**config.mk**
```make
export PLATFORM = sky130hd
export DESIGN_NAME = app_booth_mult_seq
export DESIGN_NICKNAME = d
export VERILOG_FILES = /design/src/rtl/app_mult_pkg.sv /design/src/rtl/app_booth_layer.sv /design/src/rtl/app_booth_mult_seq.sv
export SDC_FILE = /design/constraint.sdc
export NUM_CORES = 1
export LEC_CHECK = 0
export ABC_AREA = 0
export BUFFER_PORTS_ARGS = -buffer_cell sky130_fd_sc_hd__buf_4
export CAP_MARGIN = 40
export CORE_MARGIN = 8
export CORE_UTILIZATION = 35
export DETAILED_ROUTE_END_ITERATION = 12
export PLACE_DENSITY_LB_ADDON = 0.25
export SETUP_SLACK_MARGIN = 0.1
export SLEW_MARGIN = 30
export SYNTH_ARGS = -nofsm -noshare
export SYNTH_HDL_FRONTEND = slang
export SYNTH_SLANG_ARGS = --single-unit
```
**constraint.sdc**
```tcl
create_clock -name clk -period 9.66 [get_ports clk]
set_input_delay 2.898 -clock clk [delete_from_list [all_inputs] [get_ports clk]]
set_output_delay 2.898 -clock clk [all_outputs]
set_load 0.005 [all_outputs]
```
**src/rtl/app_mult_pkg.sv**
```systemverilog
// Shared types and helpers for the sequential radix-4 Booth multiplier family.
package app_mult_pkg;

    typedef enum logic [2:0] {
        ZERO,
        POS1,
        POS2,
        NEG1,
        NEG2
    } booth_digit_t;

    typedef enum logic [1:0] {
        IDLE,
        RUN,
        DONE
    } fsm_state_t;

    // One radix-4 Booth digit per pair of multiplier bits.
    function automatic int num_digits(input int width_b);
        return width_b / 2;
    endfunction

endpackage

```
**src/rtl/app_booth_layer.sv**
```systemverilog
// Combinational radix-4 Booth partial-product layer: pp (ones-complemented for
// negative digits) plus cin, with the low APP_BITS columns optionally zeroed.
module app_booth_layer
    import app_mult_pkg::*;
#(
    parameter int WIDTH_A  = 16,
    parameter int APP_BITS = 0
) (
    input  logic signed [WIDTH_A-1:0] a,
    input  logic        [2:0]         digit_bits,
    output logic        [WIDTH_A+1:0] pp,
    output logic                      cin
);

    localparam int PW = WIDTH_A + 2;
    localparam logic [PW-1:0] KEEP_MASK = {PW{1'b1}} << APP_BITS;

    booth_digit_t       digit;
    logic signed [PW-1:0] mag;
    logic        [PW-1:0] unit;
    logic                 neg;

    always_comb begin
        unique case (digit_bits)
            3'b001, 3'b010: digit = POS1;
            3'b011:         digit = POS2;
            3'b100:         digit = NEG2;
            3'b101, 3'b110: digit = NEG1;
            default:        digit = ZERO;
        endcase
    end

    // Two guard bits keep 2*a (and its negation) exact for the most negative a.
    always_comb begin
        mag  = PW'(a);
        unit = '0;
        neg  = 1'b0;
        unique case (digit)
            POS1: unit = mag;
            POS2: unit = {mag[PW-2:0], 1'b0};
            NEG1: begin
                unit = ~mag;
                neg  = 1'b1;
            end
            NEG2: begin
                unit = ~{mag[PW-2:0], 1'b0};
                neg  = 1'b1;
            end
            default: unit = '0;
        endcase
        pp  = unit & KEEP_MASK;
        cin = neg && (APP_BITS == 0);
    end

endmodule

```
**src/rtl/app_booth_mult_seq.sv**
```systemverilog
// Sequential signed radix-4 Booth multiplier, one digit per clock, valid/ready
// on both sides. Define APP_BOOTH_ZERO_SKIP_EN to finish early once all
// remaining Booth digits are zero.
module app_booth_mult_seq
    import app_mult_pkg::*;
#(
    parameter int WIDTH_A  = 16,
    parameter int WIDTH_B  = 16,
    parameter int APP_BITS = 0
) (
    input  logic                                clk,
    input  logic                                rst_n,
    input  logic                                in_valid,
    output logic                                in_ready,
    input  logic signed [WIDTH_A-1:0]           a,
    input  logic signed [WIDTH_B-1:0]           b,
    output logic                                out_valid,
    input  logic                                out_ready,
    output logic signed [WIDTH_A+WIDTH_B-1:0]   p,
    output logic                                busy
);

    localparam int N  = num_digits(WIDTH_B);
    localparam int PL = WIDTH_A + WIDTH_B;
    localparam int CW = (N > 1) ? $clog2(N) : 1;

    fsm_state_t                 state;
    logic signed [WIDTH_A-1:0]  a_q;
    logic        [WIDTH_B:0]    bx_q;
    logic        [PL-1:0]       acc;
    logic        [CW-1:0]       idx;

    logic        [2:0]          digit_bits;
    logic        [WIDTH_A+1:0]  pp;
    logic                       cin;
    logic        [PL-1:0]       acc_next;
    logic                       last;

    app_booth_layer #(
        .WIDTH_A  (WIDTH_A),
        .APP_BITS (APP_BITS)
    ) u_layer (
        .a          (a_q),
        .digit_bits (digit_bits),
        .pp         (pp),
        .cin        (cin)
    );

    always_comb begin
        digit_bits = 3'(bx_q >> {idx, 1'b0});
        acc_next   = acc + (PL'($signed(pp)) << {idx, 1'b0}) + (PL'(cin) << {idx, 1'b0});
    end

`ifdef APP_BOOTH_ZERO_SKIP_EN
    logic signed [WIDTH_B:0] rest;

    // Bits above the current digit all equal means every later digit is zero;
    // on the final digit the shift leaves only sign copies, so this also ends it.
    always_comb begin
        rest = ($signed(bx_q) >>> 2) >>> {idx, 1'b0};
        last = (rest == '0) || (rest == '1);
    end
`else
    always_comb begin
        last = (idx == CW'(N - 1));
    end
`endif

    assign in_ready = (state == IDLE);

    always_ff @(posedge clk or negedge rst_n) begin
        if (!rst_n) begin
            state     <= IDLE;
            a_q       <= '0;
            bx_q      <= '0;
            acc       <= '0;
            idx       <= '0;
            p         <= '0;
            out_valid <= 1'b0;
            busy      <= 1'b0;
        end else begin
            unique case (state)
                IDLE: begin
                    if (in_valid) begin
                        a_q   <= a;
                        bx_q  <= {b, 1'b0};
                        acc   <= '0;
                        idx   <= '0;
                        busy  <= 1'b1;
                        state <= RUN;
                    end
                end
                RUN: begin
                    acc <= acc_next;
                    idx <= idx + CW'(1);
                    if (last) begin
                        p         <= acc_next;
                        out_valid <= 1'b1;
                        busy      <= 1'b0;
                        state     <= DONE;
                    end
                end
                DONE: begin
                    if (out_ready) begin
                        out_valid <= 1'b0;
                        state     <= IDLE;
                    end
                end
                default: state <= IDLE;
            endcase
        end
    end

endmodule
```
Yosys cells after proc, flatten, opt, wreduce, memory -nomap -nowiden
Index checks and enable logic that the tools add are counted.

storage, ports and cells
  bits in registers = 103
  output and inout bits = 35

cells by class
  $add $sub $neg = 3
  equal/unequal tests = 16
  shift-type cells = 3
  multiplexer cells = 17
  bitwise gates (word level) = 2
  reductions and logical operators = 12

operators by type and width
  cell                   number
  $pmux W18 S4           1
  $add A32 B32 Y32       2
  $pmux W32 S2           1
  $mux W32               1
  $shl A1 B4 Y32         1
  $shl A32 B4 Y32        1
  $not A16 Y18           1
  $not A18 Y18           1
  $shr A17 B4 Y3         1
  $eq A3 B3 Y1 const B   5
  $eq A3 B2 Y1 const B   4
  $pmux W3 S4            1
  $reduce_and A3 Y1      3
  $eq A3 B1 Y1 const B   2
  $mux W2                3
  $ne A2 B2 Y1 const B   3
  $pmux W2 S3            1
  $pmux W3 S2            1
  $reduce_and A2 Y1      3
  $reduce_or A2 Y1       3
  $mux W1                5
  $pmux W1 S2            2
  $reduce_bool A2 Y1     2
  $add A3 B1 Y3 const B  1
  4 further kinds        4

Depth between registers and ports, before layout
  depth in word-level cells = 10
  gate-level depth with buffers = 24
  gate-level depth less buffers = 21

Modules after synthesis
From an unflattened synthesis, not the netlist that was laid out.

second synthesis, totals
  cell total of the unflattened synthesis = 882
  area total of the unflattened synthesis = 7524.7 um2

by module, submodules not included
  module              instances  cells an instance  area each (um2)
  app_booth_mult_seq  1          816                6932.9
  app_booth_layer     1          66                 591.8

Worst setup path before layout
Ideal clock, no wire load.

  path type = reg2reg
  from = reg idx[0]
  to = reg p[31]
  data arrival time = 5206 ps
  data required time = 9584 ps
  slack = 4378 ps
  cell stages (with the launch flop) = 23
  buffers on the path = 2
  period minus slack after synthesis = 5282 ps
  cell sequence = dfrtp_1 buf_6 mux4_2 mux2i_4 nand3b_2 buf_4 o22ai_2 a21oi_2 mux2i_2 mux2i_1 mux2_2 fa_1 inv_1 ha_1 and3_1 and3_1 a211o_1 o21ai_1 nand2_1 a41o_1 a31oi_1 xor3_1 o21ai_1

between the ends
  word-level cells in the longest chain between the ends = 9
  elaborated cells between the ends (all ways) = 23
  those cells by class = add/sub (2); eq/ne (11); shift (3); mux (3); reduce/logical (4)

ends and longest elaborated chain
  element                                                    line                                             text
  start: declaration                                         app_booth_mult_seq.sv:31                         logic [CW-1:0] idx;
  start signal: assignment                                   app_booth_mult_seq.sv:95                         idx <= idx + CW'(1);
  $shr A17 B4 Y3                                             app_booth_mult_seq.sv:50                         digit_bits = 3'(bx_q >> {idx, 1'b0});
  $eq A3 B3 Y1, or another cell as far along                 app_booth_layer.sv:24                            unique case (digit_bits)
  $reduce_or A2 Y1                                           app_booth_layer.sv:24
  $pmux W3 S4                                                app_booth_layer.sv:24
  $eq A3 B3 Y1, or another cell as far along                 app_booth_layer.sv:38                            unique case (digit)
  $pmux W18 S4 / $reduce_or A2 Y1 (equally long branches)    n/a
  $shl A32 B4 Y32 / $mux W1 (equally long branches)          app_booth_mult_seq.sv:51, app_booth_layer.sv:38
  $add A32 B32 Y32 / $shl A1 B4 Y32 (equally long branches)  app_booth_mult_seq.sv:51                         acc_next = acc + (PL'($signed(pp)) << {idx, 1'b0}) + (PL'(cin) << {idx, 1'b0});
  $add A32 B32 Y32                                           app_booth_mult_seq.sv:51
  end signal: assignment                                     app_booth_mult_seq.sv:97                         p <= acc_next;
  end: declaration                                           app_booth_mult_seq.sv:19                         output logic signed [WIDTH_A+WIDTH_B-1:0] p,

Parallel ways exist; a longest one is shown, timed or not.
A chain may end at the register's enable or synchronous reset.

Worst setup path in the final report
Same ends and word-level chain as after synthesis.

==> flow_metrics.tcl <==
set metrics [dict create \
    io_buffers 70 \
    slew_violations 0 \
    grt_pass1_wl_mm 30.4 \
    path_cells "mux4_2, mux2i_2, buf_4, and2_1, a21oi_1, mux2_2, nor2_1, a21oi_1, mux2_2, fa_1, inv_1, ha_1, and3_1, and3_1, a211o_1, o21ai_1, nand2_1, a41o_1, a31oi_1, xor3_1, o21ai_1" \
    area_delta_synth_final_pct 14.7 \
    post-cts-setup-buffers 0 \
    hold_class "flop to flop" \
    setup_viol 0 \
    wl_met3_um 552 \
    vias_per_cell 5.04 \
    cp-start-kind "flop" \
    row_count 52 \
    async_reset_ff_share_pct 100 \
    drt-met1-wl_mm 8.59 \
    core_um2 20200 \
    critPathCaptureType "flop" \
    startpoint "idx[0]" \
    cts_buffers 9 \
    timing.final.ws_setup_ns 3.25 \
    worstPathRequired_ns 9.94 \
    cpPeakStageDelay_ns 0.64 \
    synthFlopType "dfrtp_1" \
    dr_wl_met2_mm 8.54 \
    netlist_instances 821 \
    timing.final.crit_share_pct 66.4 \
    vias 5777 \
    avgSynthCellArea_um2 8.81 \
    synth_edf_count 0 \
    hold_viol 0 \
    clockBufferDepth 2 \
    fp.dieArea_um2 25500 \
    syn-cell-area_um2 7230 \
    die-height_um 160 \
    worstHoldPathCells 2 \
    postRouteAntennaNets 0 \
    start_util_pct 35.8 \
    firstDrtPassIters 4 \
    clock-sinks 103 \
    drive_gt1_share_pct 14.7 \
    cp-endpoint "p[31]" \
    clock_skew_ns 0.0133 \
    first_global_vias 5843 \
    instances_no_fill 1146 \
    rsz0062_at_grt "no" \
    ys_types 58 \
    status "completed" \
    slowest_stage "dfrtp_1" \
    nets 971 \
    ios 71 \
    maxCapViolations 0 \
    cts_tree "yes" \
    synth-warning-count 0 \
    dp_hpwl_mm 13.5 \
    worst-setup-path-type "flop to flop" \
    max_freq_mhz 156 \
    r2r_end "p[31]" \
    dpl_worst_slack_ns 3.27 \
    cts_resized 0 \
    r2r_cells 21 \
    clk_pin_slew_ns 0.07 \
    finalSetupTns_ns 0 \
    drc 0 \
    ys_ff_latch 103 \
    top_layer_used "met4" \
    gr-total-overflow 0 \
    hold_buffers 0 \
    wl_mm 17.9 \
    die_w_um 160 \
    wl_per_cell_um 15.6 \
    grt_start_max_net_pins 67 \
    grt.total_usage_pct 14.5 \
    fillers 2017 \
    htree_levels 3 \
    num_antenna_cells 0 \
    tightestPinTransition_ns 0.709 \
    place_congestion 0.870 \
    clkLatencyLatePin_ns 0.37 \
    synth_nets 921 \
    layout_min_cycle_time_ns 6.41 \
    placed_cells 1128 \
    first_iter_violations 381 \
    final_util_pct 41.0 \
    ys_seq_area_share_pct 35.6 \
    layout_common_cells "nand2_1 (171), dfrtp_1 (103), buf_4 (80)" \
    critPathMaxFanout 21 \
    r2r_start "idx[0]" \
    ctsRootBufferMaster "clkbuf_16" \
    grt_antenna_before_repair 0 \
    critPathArrivalTime_ns 6.70 \
    final_common_cell "nand2_1" \
    slew_headroom_pct 52.5 \
    r2r_slack_ns 3.25 \
]
sequential cells by signal (all words and copies together) (netlist names):
register,flops
acc,32
p,32
a_q,16
bx_q,16
idx,3
state,2
busy,1
out_valid,1
per-stage QoR:
step	hold slack (ns)	cell area, um^2
after CTS	0.488	8270
after global placement	0.463	7970
final	0.478	8300
after detailed placement	0.469	7980
after floorplan	0.440	7230
after global routing	0.505	8300
per-layer routing:
| layer | vias up | track usage (%) |
|---|---|---|
| met5 | - | 0 |
| met4 | 0 | 4.21 |
| met3 | 15 | 2.67 |
| met2 | 59 | 23.8 |
| met1 | 2745 | 19.2 |
| li1 | 2958 | - |
area by class of cell:
| cell class | count | area [um^2] | area share, % |
|---|---|---|---|
| timing repair buffer | 82 | 632 | 7.61 |
| multi-input combinational | 641 | 4340 | 52.3 |
| tap | 270 | 338 | 4.07 |
| inverter | 34 | 128 | 1.54 |
| clock inverter | 7 | 62.6 | 0.754 |
| clock buffer | 9 | 225 | 2.71 |
| sequential | 103 | 2580 | 31.1 |
worst min-delay path by stage:
stage | from | end | slack [ns]
4_1_cts | p[12] | p[12] | 0.49
6_report | p[6] | p[6] | 0.48
5_1_grt | bx_q[13] | bx_q[13] | 0.51
2_1_floorplan | bx_q[13] | bx_q[13] | 0.44
3_5_place_dp | bx_q[13] | bx_q[13] | 0.47
3_3_place_gp | p[5] | p[5] | 0.46
critical path, delay by kind of cell, from the launching register on:
family / cells / cell delay (ns)
mux: 4 / 1.33
simple gates: 5 / 1.21
buf+inv: 2 / 0.35
xor+xnor: 1 / 0.39
compound gates: 7 / 1.52
flops: 1 / 0.64
fa+ha+maj: 2 / 0.87
Yosys cell counts (2+ instances only):
master | count | area [um^2]
a211o_1 | 2 | 17.5
a211oi_1 | 8 | 60.1
a21boi_0 | 4 | 30.0
a21boi_1 | 2 | 15.0
a21o_1 | 11 | 82.6
a21oi_1 | 48 | 240
a21oi_2 | 5 | 43.8
a221oi_1 | 2 | 17.5
a31oi_1 | 5 | 31.3
and2_1 | 5 | 31.3
and3_1 | 5 | 31.3
buf_1 | 4 | 15.0
buf_2 | 3 | 15.0
buf_4 | 4 | 30.0
buf_6 | 3 | 33.8
clkbuf_1 | 29 | 109
dfrtp_1 | 103 | 2580
fa_1 | 9 | 180
ha_1 | 55 | 688
inv_1 | 34 | 128
mux2_2 | 5 | 56.3
mux2i_1 | 37 | 370
mux2i_4 | 2 | 45.0
mux4_2 | 5 | 113
nand2_1 | 172 | 646
nand2b_1 | 6 | 37.5
nand3_1 | 32 | 160
nor2_1 | 27 | 101
nor2b_1 | 5 | 31.3
nor3_1 | 9 | 45.0
nor3b_1 | 3 | 22.5
o211ai_1 | 4 | 30.0
o21a_1 | 3 | 22.5
o21ai_0 | 73 | 365
o21ai_1 | 3 | 15.0
o21bai_1 | 6 | 45.0
o22ai_1 | 15 | 93.8
o22ai_2 | 3 | 37.5
o31ai_1 | 5 | 37.5
or2_1 | 3 | 18.8
or2_2 | 3 | 18.8
or3_1 | 3 | 18.8
xnor2_1 | 16 | 140
xor2_1 | 26 | 228
cell families after synthesis:
family	after synthesis	synth area share (%)
and+or+nand+nor	278	16.7
AOI/OAI and AO/OA	205	17.2
DFF	103	35.6
buffers and inverters	77	4.57
adders and majority gates	64	12.0
muxes	50	8.27
xor gates and xnor gates	44	5.64
Power is not shown: default switching activity piles up to over one toggle a cycle in this logic, so the estimate is an artifact.
